### config.mk
export PLATFORM = sky130hd
export DESIGN_NAME = watch_set_ctrl_flat
export DESIGN_NICKNAME = d
export VERILOG_FILES = /design/src/rtl/watch_set_ctrl_if.sv /design/src/rtl/watch_set_ctrl.sv /design/src/flat_wrapper.sv
export SDC_FILE = /design/constraint.sdc
export NUM_CORES = 1
export LEC_CHECK = 0
export BUFFER_PORTS_ARGS = -buffer_cell sky130_fd_sc_hd__buf_4
export CAP_MARGIN = 15
export CORE_UTILIZATION = 45
export DETAILED_ROUTE_END_ITERATION = 12
export PLACE_DENSITY = 0.67
export SLEW_MARGIN = 40
export SYNTH_ARGS = -nofsm -noshare
export SYNTH_HDL_FRONTEND = slang
export SYNTH_SLANG_ARGS = --single-unit
### constraint.sdc
create_clock -name clk -period 5.4 [get_ports clk]
set_input_delay 1.08 -clock clk [delete_from_list [all_inputs] [get_ports clk]]
set_output_delay 1.08 -clock clk [all_outputs]
set_load 0.01 [all_outputs]
### src/rtl/watch_set_ctrl_if.sv
//------------------------------------------------------------------------------
// watch_set_ctrl_if
//
// Bundles the button front-end inputs, the live time from the watch counter
// and the controller's outputs (run enable, parallel-load strobe and value,
// mode and blink for the display mux).
//
//   tick_1hz   1 Hz enable pulse                    (master -> slave)
//   btn_mode   mode button pulse                    (master -> slave)
//   btn_inc    increment button pulse               (master -> slave)
//   btn_dec    decrement button pulse               (master -> slave)
//   cur_hour   live hour   0..23                    (master -> slave)
//   cur_min    live minute 0..59                    (master -> slave)
//   cur_sec    live second 0..59                    (master -> slave)
//   run_en     gated 1 Hz enable to the watch       (slave -> master)
//   set_watch  one-cycle load strobe                (slave -> master)
//   bin_watch  {hour[16:12], min[11:6], sec[5:0]}   (slave -> master)
//   mode       0=RUN 1=SET_HOUR 2=SET_MIN 3=SET_SEC (slave -> master)
//   blink      blink phase of the selected field    (slave -> master)
//------------------------------------------------------------------------------
`timescale 1ns/1ps

interface watch_set_ctrl_if;
   logic        tick_1hz;
   logic        btn_mode;
   logic        btn_inc;
   logic        btn_dec;
   logic [4:0]  cur_hour;
   logic [5:0]  cur_min;
   logic [5:0]  cur_sec;
   logic        run_en;
   logic        set_watch;
   logic [16:0] bin_watch;
   logic [1:0]  mode;
   logic        blink;

   modport master (
      output tick_1hz, btn_mode, btn_inc, btn_dec, cur_hour, cur_min, cur_sec,
      input  run_en, set_watch, bin_watch, mode, blink
   );

   modport slave (
      input  tick_1hz, btn_mode, btn_inc, btn_dec, cur_hour, cur_min, cur_sec,
      output run_en, set_watch, bin_watch, mode, blink
   );
endinterface

### src/rtl/watch_set_ctrl.sv
//------------------------------------------------------------------------------
// watch_set_ctrl
//
// Time-setting controller for the 24-hour watch counter. A mode press in RUN
// snapshots the live time into shadow registers and walks the edit sequence
// hour -> minute -> second; inc/dec adjust the selected field with wrap-around.
// The mode press in SET_SEC returns to RUN and issues a one-cycle load strobe
// with the shadow value on bin_watch. Editing is abandoned without a load after
// TIMEOUT_S ticks of button inactivity. The 1 Hz enable to the watch is gated
// off while editing and during the load cycle.
//
// Ports:
//   clk   system clock
//   rst   asynchronous, active-low reset
//   bus   watch_set_ctrl_if.slave (buttons, tick, live time in;
//         run_en, set_watch, bin_watch, mode, blink out)
//
// Parameters:
//   TIMEOUT_S  inactivity ticks before an edit is aborted (1..31)
//   TO_W       width of the inactivity counter
//------------------------------------------------------------------------------
`timescale 1ns/1ps

module watch_set_ctrl #(
   parameter int unsigned TIMEOUT_S = 10,
   parameter int unsigned TO_W      = 5
) (
   input  logic               clk,
   input  logic               rst,
   watch_set_ctrl_if.slave    bus
);

   typedef enum logic [1:0] {
      RUN      = 2'd0,
      SET_HOUR = 2'd1,
      SET_MIN  = 2'd2,
      SET_SEC  = 2'd3
   } state_t;

   localparam logic [5:0]      HOUR_MAX = 6'd23;
   localparam logic [5:0]      MS_MAX   = 6'd59;
   localparam logic [TO_W-1:0] TO_LAST  = TO_W'(TIMEOUT_S - 1);

   state_t          state_q, state_d;
   logic [4:0]      hour_q,  hour_d;
   logic [5:0]      min_q,   min_d;
   logic [5:0]      sec_q,   sec_d;
   logic            set_q,   set_d;
   logic            blink_q, blink_d;
   logic [TO_W-1:0] cnt_q,   cnt_d;

   logic            btn_any;
   logic            step_up;
   logic            step_dn;

   // One step up or down with wrap at [0, top]; shared by all three fields.
   function automatic logic [5:0] wrap_step(input logic [5:0] v,
                                            input logic [5:0] top,
                                            input logic       up);
      logic [5:0] r;
      if (up) begin
         r = (v >= top) ? 6'd0 : v + 6'd1;
      end else begin
         r = (v == 6'd0) ? top : v - 6'd1;
      end
      return r;
   endfunction

   assign btn_any = bus.btn_mode | bus.btn_inc | bus.btn_dec;
   assign step_up = bus.btn_inc & ~bus.btn_dec;
   assign step_dn = bus.btn_dec & ~bus.btn_inc;

   //---------------------------------------------------------------------------
   // State and shadow registers
   //---------------------------------------------------------------------------
   always_ff @(posedge clk or negedge rst) begin
      if (!rst) begin
         state_q <= RUN;
         hour_q  <= '0;
         min_q   <= '0;
         sec_q   <= '0;
         set_q   <= 1'b0;
         blink_q <= 1'b0;
         cnt_q   <= '0;
      end else begin
         state_q <= state_d;
         hour_q  <= hour_d;
         min_q   <= min_d;
         sec_q   <= sec_d;
         set_q   <= set_d;
         blink_q <= blink_d;
         cnt_q   <= cnt_d;
      end
   end

   //---------------------------------------------------------------------------
   // Next-state logic
   //---------------------------------------------------------------------------
   always_comb begin
      state_d = state_q;
      hour_d  = hour_q;
      min_d   = min_q;
      sec_d   = sec_q;
      set_d   = 1'b0;
      blink_d = blink_q;
      cnt_d   = cnt_q;

      unique case (state_q)
         RUN: begin
            blink_d = 1'b0;
            cnt_d   = '0;
            if (bus.btn_mode) begin
               // Out-of-range live values are sanitised to 0 on capture.
               hour_d  = (bus.cur_hour > 5'd23) ? 5'd0 : bus.cur_hour;
               min_d   = (bus.cur_min  > MS_MAX) ? 6'd0 : bus.cur_min;
               sec_d   = (bus.cur_sec  > MS_MAX) ? 6'd0 : bus.cur_sec;
               state_d = SET_HOUR;
               blink_d = 1'b1;
            end
         end

         default: begin
            if (bus.btn_mode) begin
               // Mode wins over a simultaneous inc/dec, which is dropped.
               cnt_d = '0;
               unique case (state_q)
                  SET_HOUR: begin
                     state_d = SET_MIN;
                     blink_d = 1'b1;
                  end
                  SET_MIN: begin
                     state_d = SET_SEC;
                     blink_d = 1'b1;
                  end
                  default: begin
                     state_d = RUN;
                     set_d   = 1'b1;
                     blink_d = 1'b0;
                  end
               endcase
            end else if (btn_any) begin
               // inc+dec together leaves the field alone but still counts as activity.
               blink_d = 1'b1;
               cnt_d   = '0;
               if (step_up || step_dn) begin
                  unique case (state_q)
                     SET_HOUR: hour_d = 5'(wrap_step({1'b0, hour_q}, HOUR_MAX, step_up));
                     SET_MIN:  min_d  = wrap_step(min_q, MS_MAX, step_up);
                     default:  sec_d  = wrap_step(sec_q, MS_MAX, step_up);
                  endcase
               end
            end else if (bus.tick_1hz) begin
               if (cnt_q == TO_LAST) begin
                  // Inactivity abort: back to RUN, no load, shadow kept.
                  state_d = RUN;
                  blink_d = 1'b0;
                  cnt_d   = '0;
               end else begin
                  blink_d = ~blink_q;
                  cnt_d   = cnt_q + 1'b1;
               end
            end
         end
      endcase
   end

   //---------------------------------------------------------------------------
   // Outputs
   //---------------------------------------------------------------------------
   // set_q blocks the count in the load cycle so load and count never collide.
   assign bus.run_en    = bus.tick_1hz & (state_q == RUN) & ~set_q;
   assign bus.set_watch = set_q;
   assign bus.bin_watch = {hour_q, min_q, sec_q};
   assign bus.mode      = state_q;
   assign bus.blink     = blink_q;

endmodule

### src/flat_wrapper.sv
// flat-port wrapper written by rule: the top's interface ports become plain ports
module watch_set_ctrl_flat 
#(
   parameter int unsigned TIMEOUT_S = 10,
   parameter int unsigned TO_W      = 5
)
  (clk, rst, bus_tick_1hz, bus_btn_mode, bus_btn_inc, bus_btn_dec, bus_cur_hour, bus_cur_min, bus_cur_sec, bus_run_en, bus_set_watch, bus_bin_watch, bus_mode, bus_blink);
  watch_set_ctrl_if bus_i ();
  input  logic clk;
  input  logic rst;
  input wire logic [$bits(bus_i.tick_1hz)-1:0] bus_tick_1hz;
  input wire logic [$bits(bus_i.btn_mode)-1:0] bus_btn_mode;
  input wire logic [$bits(bus_i.btn_inc)-1:0] bus_btn_inc;
  input wire logic [$bits(bus_i.btn_dec)-1:0] bus_btn_dec;
  input wire logic [$bits(bus_i.cur_hour)-1:0] bus_cur_hour;
  input wire logic [$bits(bus_i.cur_min)-1:0] bus_cur_min;
  input wire logic [$bits(bus_i.cur_sec)-1:0] bus_cur_sec;
  output wire logic [$bits(bus_i.run_en)-1:0] bus_run_en;
  output wire logic [$bits(bus_i.set_watch)-1:0] bus_set_watch;
  output wire logic [$bits(bus_i.bin_watch)-1:0] bus_bin_watch;
  output wire logic [$bits(bus_i.mode)-1:0] bus_mode;
  output wire logic [$bits(bus_i.blink)-1:0] bus_blink;
  assign bus_i.tick_1hz = bus_tick_1hz;
  assign bus_i.btn_mode = bus_btn_mode;
  assign bus_i.btn_inc = bus_btn_inc;
  assign bus_i.btn_dec = bus_btn_dec;
  assign bus_i.cur_hour = bus_cur_hour;
  assign bus_i.cur_min = bus_cur_min;
  assign bus_i.cur_sec = bus_cur_sec;
  assign bus_run_en = bus_i.run_en;
  assign bus_set_watch = bus_i.set_watch;
  assign bus_bin_watch = bus_i.bin_watch;
  assign bus_mode = bus_i.mode;
  assign bus_blink = bus_i.blink;
  watch_set_ctrl #(.TIMEOUT_S(TIMEOUT_S), .TO_W(TO_W)) u_core (.clk(clk), .rst(rst), .bus(bus_i));
endmodule
==> results_dict.tcl <==
set metrics [dict create \
    run_status "finished, final reports clean" \
    max_slew_margin 0.494 \
    min_from "u_core.bus.blink$_DFFE_PN0P_" \
    viasPerCell 5.90 \
    wl_um 5670 \
    yosys.area.top_type "dfrtp_1" \
    drive_above_1_share 0.175 \
    async_reset_ff_frac 1.00 \
    final_common_cell "buf_4" \
    final_cell_mix "45 x buf_4, 32 x nor2_1, 26 x dfrtp_1" \
    cts.sinks 26 \
    start_util 0.469 \
    dieArea_mm2 0.00524 \
    synthesis.nets 321 \
    synth_area_leaders "dfrtp_1 29%, ha_1 7.9%, nor2_1 5.4%" \
    cts_hold_buf 0 \
    cts.clk_slew.worst_paths_ns 0.10 \
    yosysSeqAreaShare 0.292 \
    finalSetupTns_ns 0 \
    hold_path_depth 2 \
    irDropWorstVdd_uv 236 \
    synth_seq_cells 26 \
    wl_per_cell_um 14.9 \
    core-area_mm2 0.00475 \
    skew_ns 0.00246 \
    crit_type "reg2out" \
    num_vias 2248 \
    grt_max_degree 30 \
    dr.pass1.iters 4 \
    layout_worst_path_cycle_share 0.652 \
    grt_pass1_vias 1950 \
    drc 0 \
    fin_crit_ns 3.52 \
    yosysWarnings 0 \
    drt_iter0_drc 146 \
    worstPathRequired_ns 4.32 \
    cts_buffer_depth 2 \
    num_antenna_cells 0 \
    min_path_type "reg2reg" \
    crit_chain "inv_1 > ha_1 > clkinv_1 > nor3_1 > buf_4" \
    drv_cap 0 \
    fmax_ghz 0.284 \
    rows 25 \
    p_sw_frac 0.481 \
    endpoint_kind "output port" \
    min_to "u_core.bus.blink$_DFFE_PN0P_" \
    rsz0062_at_grt "false" \
    power_frac_seq 0.317 \
    cts_resized 0 \
    die_width_um 72.4 \
    cts_made_buffers 3 \
    crit_path_start_kind "flop" \
    worst-r2r-cell-count 6 \
    syn_inst 284 \
    die-height_um 72.4 \
    synth_area_per_cell_um2 7.86 \
    worst_pin_slew_ns 0.759 \
    gp_congestion 0.877 \
    p_comb_frac 0.563 \
    fillerInstances 482 \
    p_clk_frac 0.120 \
    root_buffer "clkbuf_8" \
    yosysUniqueCellTypes 56 \
    synthesis.area_mm2 0.00223 \
    slowest_stage "ha_1" \
    grt_use_total 0.224 \
    synth_edf_count 0 \
    num_io_pins 45 \
    grt_overflow 0 \
    crit_fanout 21 \
    yosysTopAreaCellShare 0.292 \
    p_leak_uw 0.00110 \
    drtAntennaViolNets 0 \
    finalSetupViolations 0 \
    p_int_uw 734 \
    p_per_area_mw_per_mm2 536 \
    port_buffers 44 \
    grt_pass1_wl_um 9330 \
    synth_ff_type "dfrtp_1" \
    area_delta_synth_final_pct 18.1 \
    postCtsSetupBuffers 0 \
    cts_tree "yes" \
    reg2reg_slack_ns 2.61 \
    cpPeakStageDelay_ns 0.66 \
    nNetsFinal 352 \
    worst_hold_slack_ns 0.532 \
    reg2reg_to "u_core.sec_q[1]$_DFFE_PN0P_" \
    cts_htree_levels 1 \
    report.final.slew_viol_count 0 \
    clock_latency_ns 0.28 \
    r2r-start "u_core.bus.mode[0]$_DFFE_PN0P_" \
    hpwl_um 3990 \
    p_switching_uw 679 \
    grt_antenna_before_repair 0 \
    arrival_ns 2.44 \
    hold_viol_final 0 \
]
-- Yosys cell counts, drive strengths merged (2+ instances only) --
library cell	n
a21boi	3
o311ai	2
inv	19
dfrtp	26
xnor2	2
a31oi	9
a311o	2
a221oi	2
nand2b	3
nor2b	2
and3	4
o21a	5
nor4	2
clkbuf	14
nor2	32
o31ai	3
nand4b	2
xor2	5
or3	2
buf	5
nand3	18
ha	14
a311oi	4
nand3b	4
nor3	6
o211ai	8
nand2	16
a21oi	19
a41oi	3
o21ai	25
nand4	4
-- critical path: cells and delay by family (launching register included) --
kind          cells  cell delay [ns]
flops             1             0.43
simple gates      1             0.29
fa+ha+maj         1             0.66
buf+inv           3             0.79
-- flip-flops by register name, summed over array words and instances, names as in the netlist --
signal                count
u_core.bus.set_watch      1
u_core.sec_q              6
u_core.bus.mode           2
u_core.cnt_q              5
u_core.min_q              6
u_core.bus.blink          1
u_core.hour_q             5
-- kinds of logic (layout without fill, tap and decap cells) --
| family | count (synthesis) | after routing | synth area share |
|---|---|---|---|
| simple gates | 100 | 100 | 0.225 |
| buf+inv | 39 | 69 | 0.0740 |
| flops | 26 | 26 | 0.292 |
| compound gates | 98 | 98 | 0.303 |
| fa+ha+maj | 14 | 14 | 0.0785 |
| xor+xnor | 7 | 7 | 0.0275 |
-- power by group through the flow --
| stage | clock, uW | sequential, uW | combinational, uW |
|---|---|---|---|
| after floorplan | 0 | 383 | 595 |
| after global placement | 0 | 445 | 785 |
| after detailed placement | 0 | 446 | 789 |
| after CTS | 174 | 443 | 793 |
| after global routing | 181 | 468 | 885 |
| final | 170 | 447 | 796 |
-- routing by layer --
layer	global-route usage	wire length (um)
met1	0.336	2750
met4	0.0458	32
met5	0	0
met3	0.0250	361
met2	0.348	2520
-- layout make-up --
type | instances | area (um2) | area share
multi-input combinational | 219 | 1420 | 0.537
clock inverter | 1 | 30.0 | 0.0114
timing repair buffer | 45 | 338 | 0.128
inverter | 20 | 75.1 | 0.0285
clock buffer | 3 | 41.3 | 0.0157
tap | 67 | 83.8 | 0.0318
sequential | 26 | 651 | 0.247
-- worst max-delay path by stage --
stage,start,end,slack (ns),depth (start not counted)
finish,u_core.bus.mode[0]$_DFFE_PN0P_,bus_run_en,1.88,5
global route,u_core.bus.mode[0]$_DFFE_PN0P_,bus_run_en,1.68,5
CTS,u_core.bus.mode[0]$_DFFE_PN0P_,bus_run_en,1.90,5
detailed placement,u_core.bus.mode[0]$_DFFE_PN0P_,bus_run_en,2.23,5
global placement,u_core.bus.mode[0]$_DFFE_PN0P_,bus_run_en,2.28,5
floorplan,bus_btn_dec,u_core.min_q[0]$_DFFE_PN0P_,2.75,6
-- per-stage QoR --
step            util  instances  total power, uW  setup slack, ns  cell area (um2)
5_1_grt        0.554        381             1530             1.68             2630
3_3_place_gp   0.539        377             1230             2.28             2560
2_1_floorplan      -        284              978             2.75             2230
3_5_place_dp   0.539        377             1240             2.23             2560
6_report       0.554        381             1410             1.88             2630
4_1_cts        0.554        381             1410             1.90             2630
Note: power is estimated with default switching activity, not from simulation.
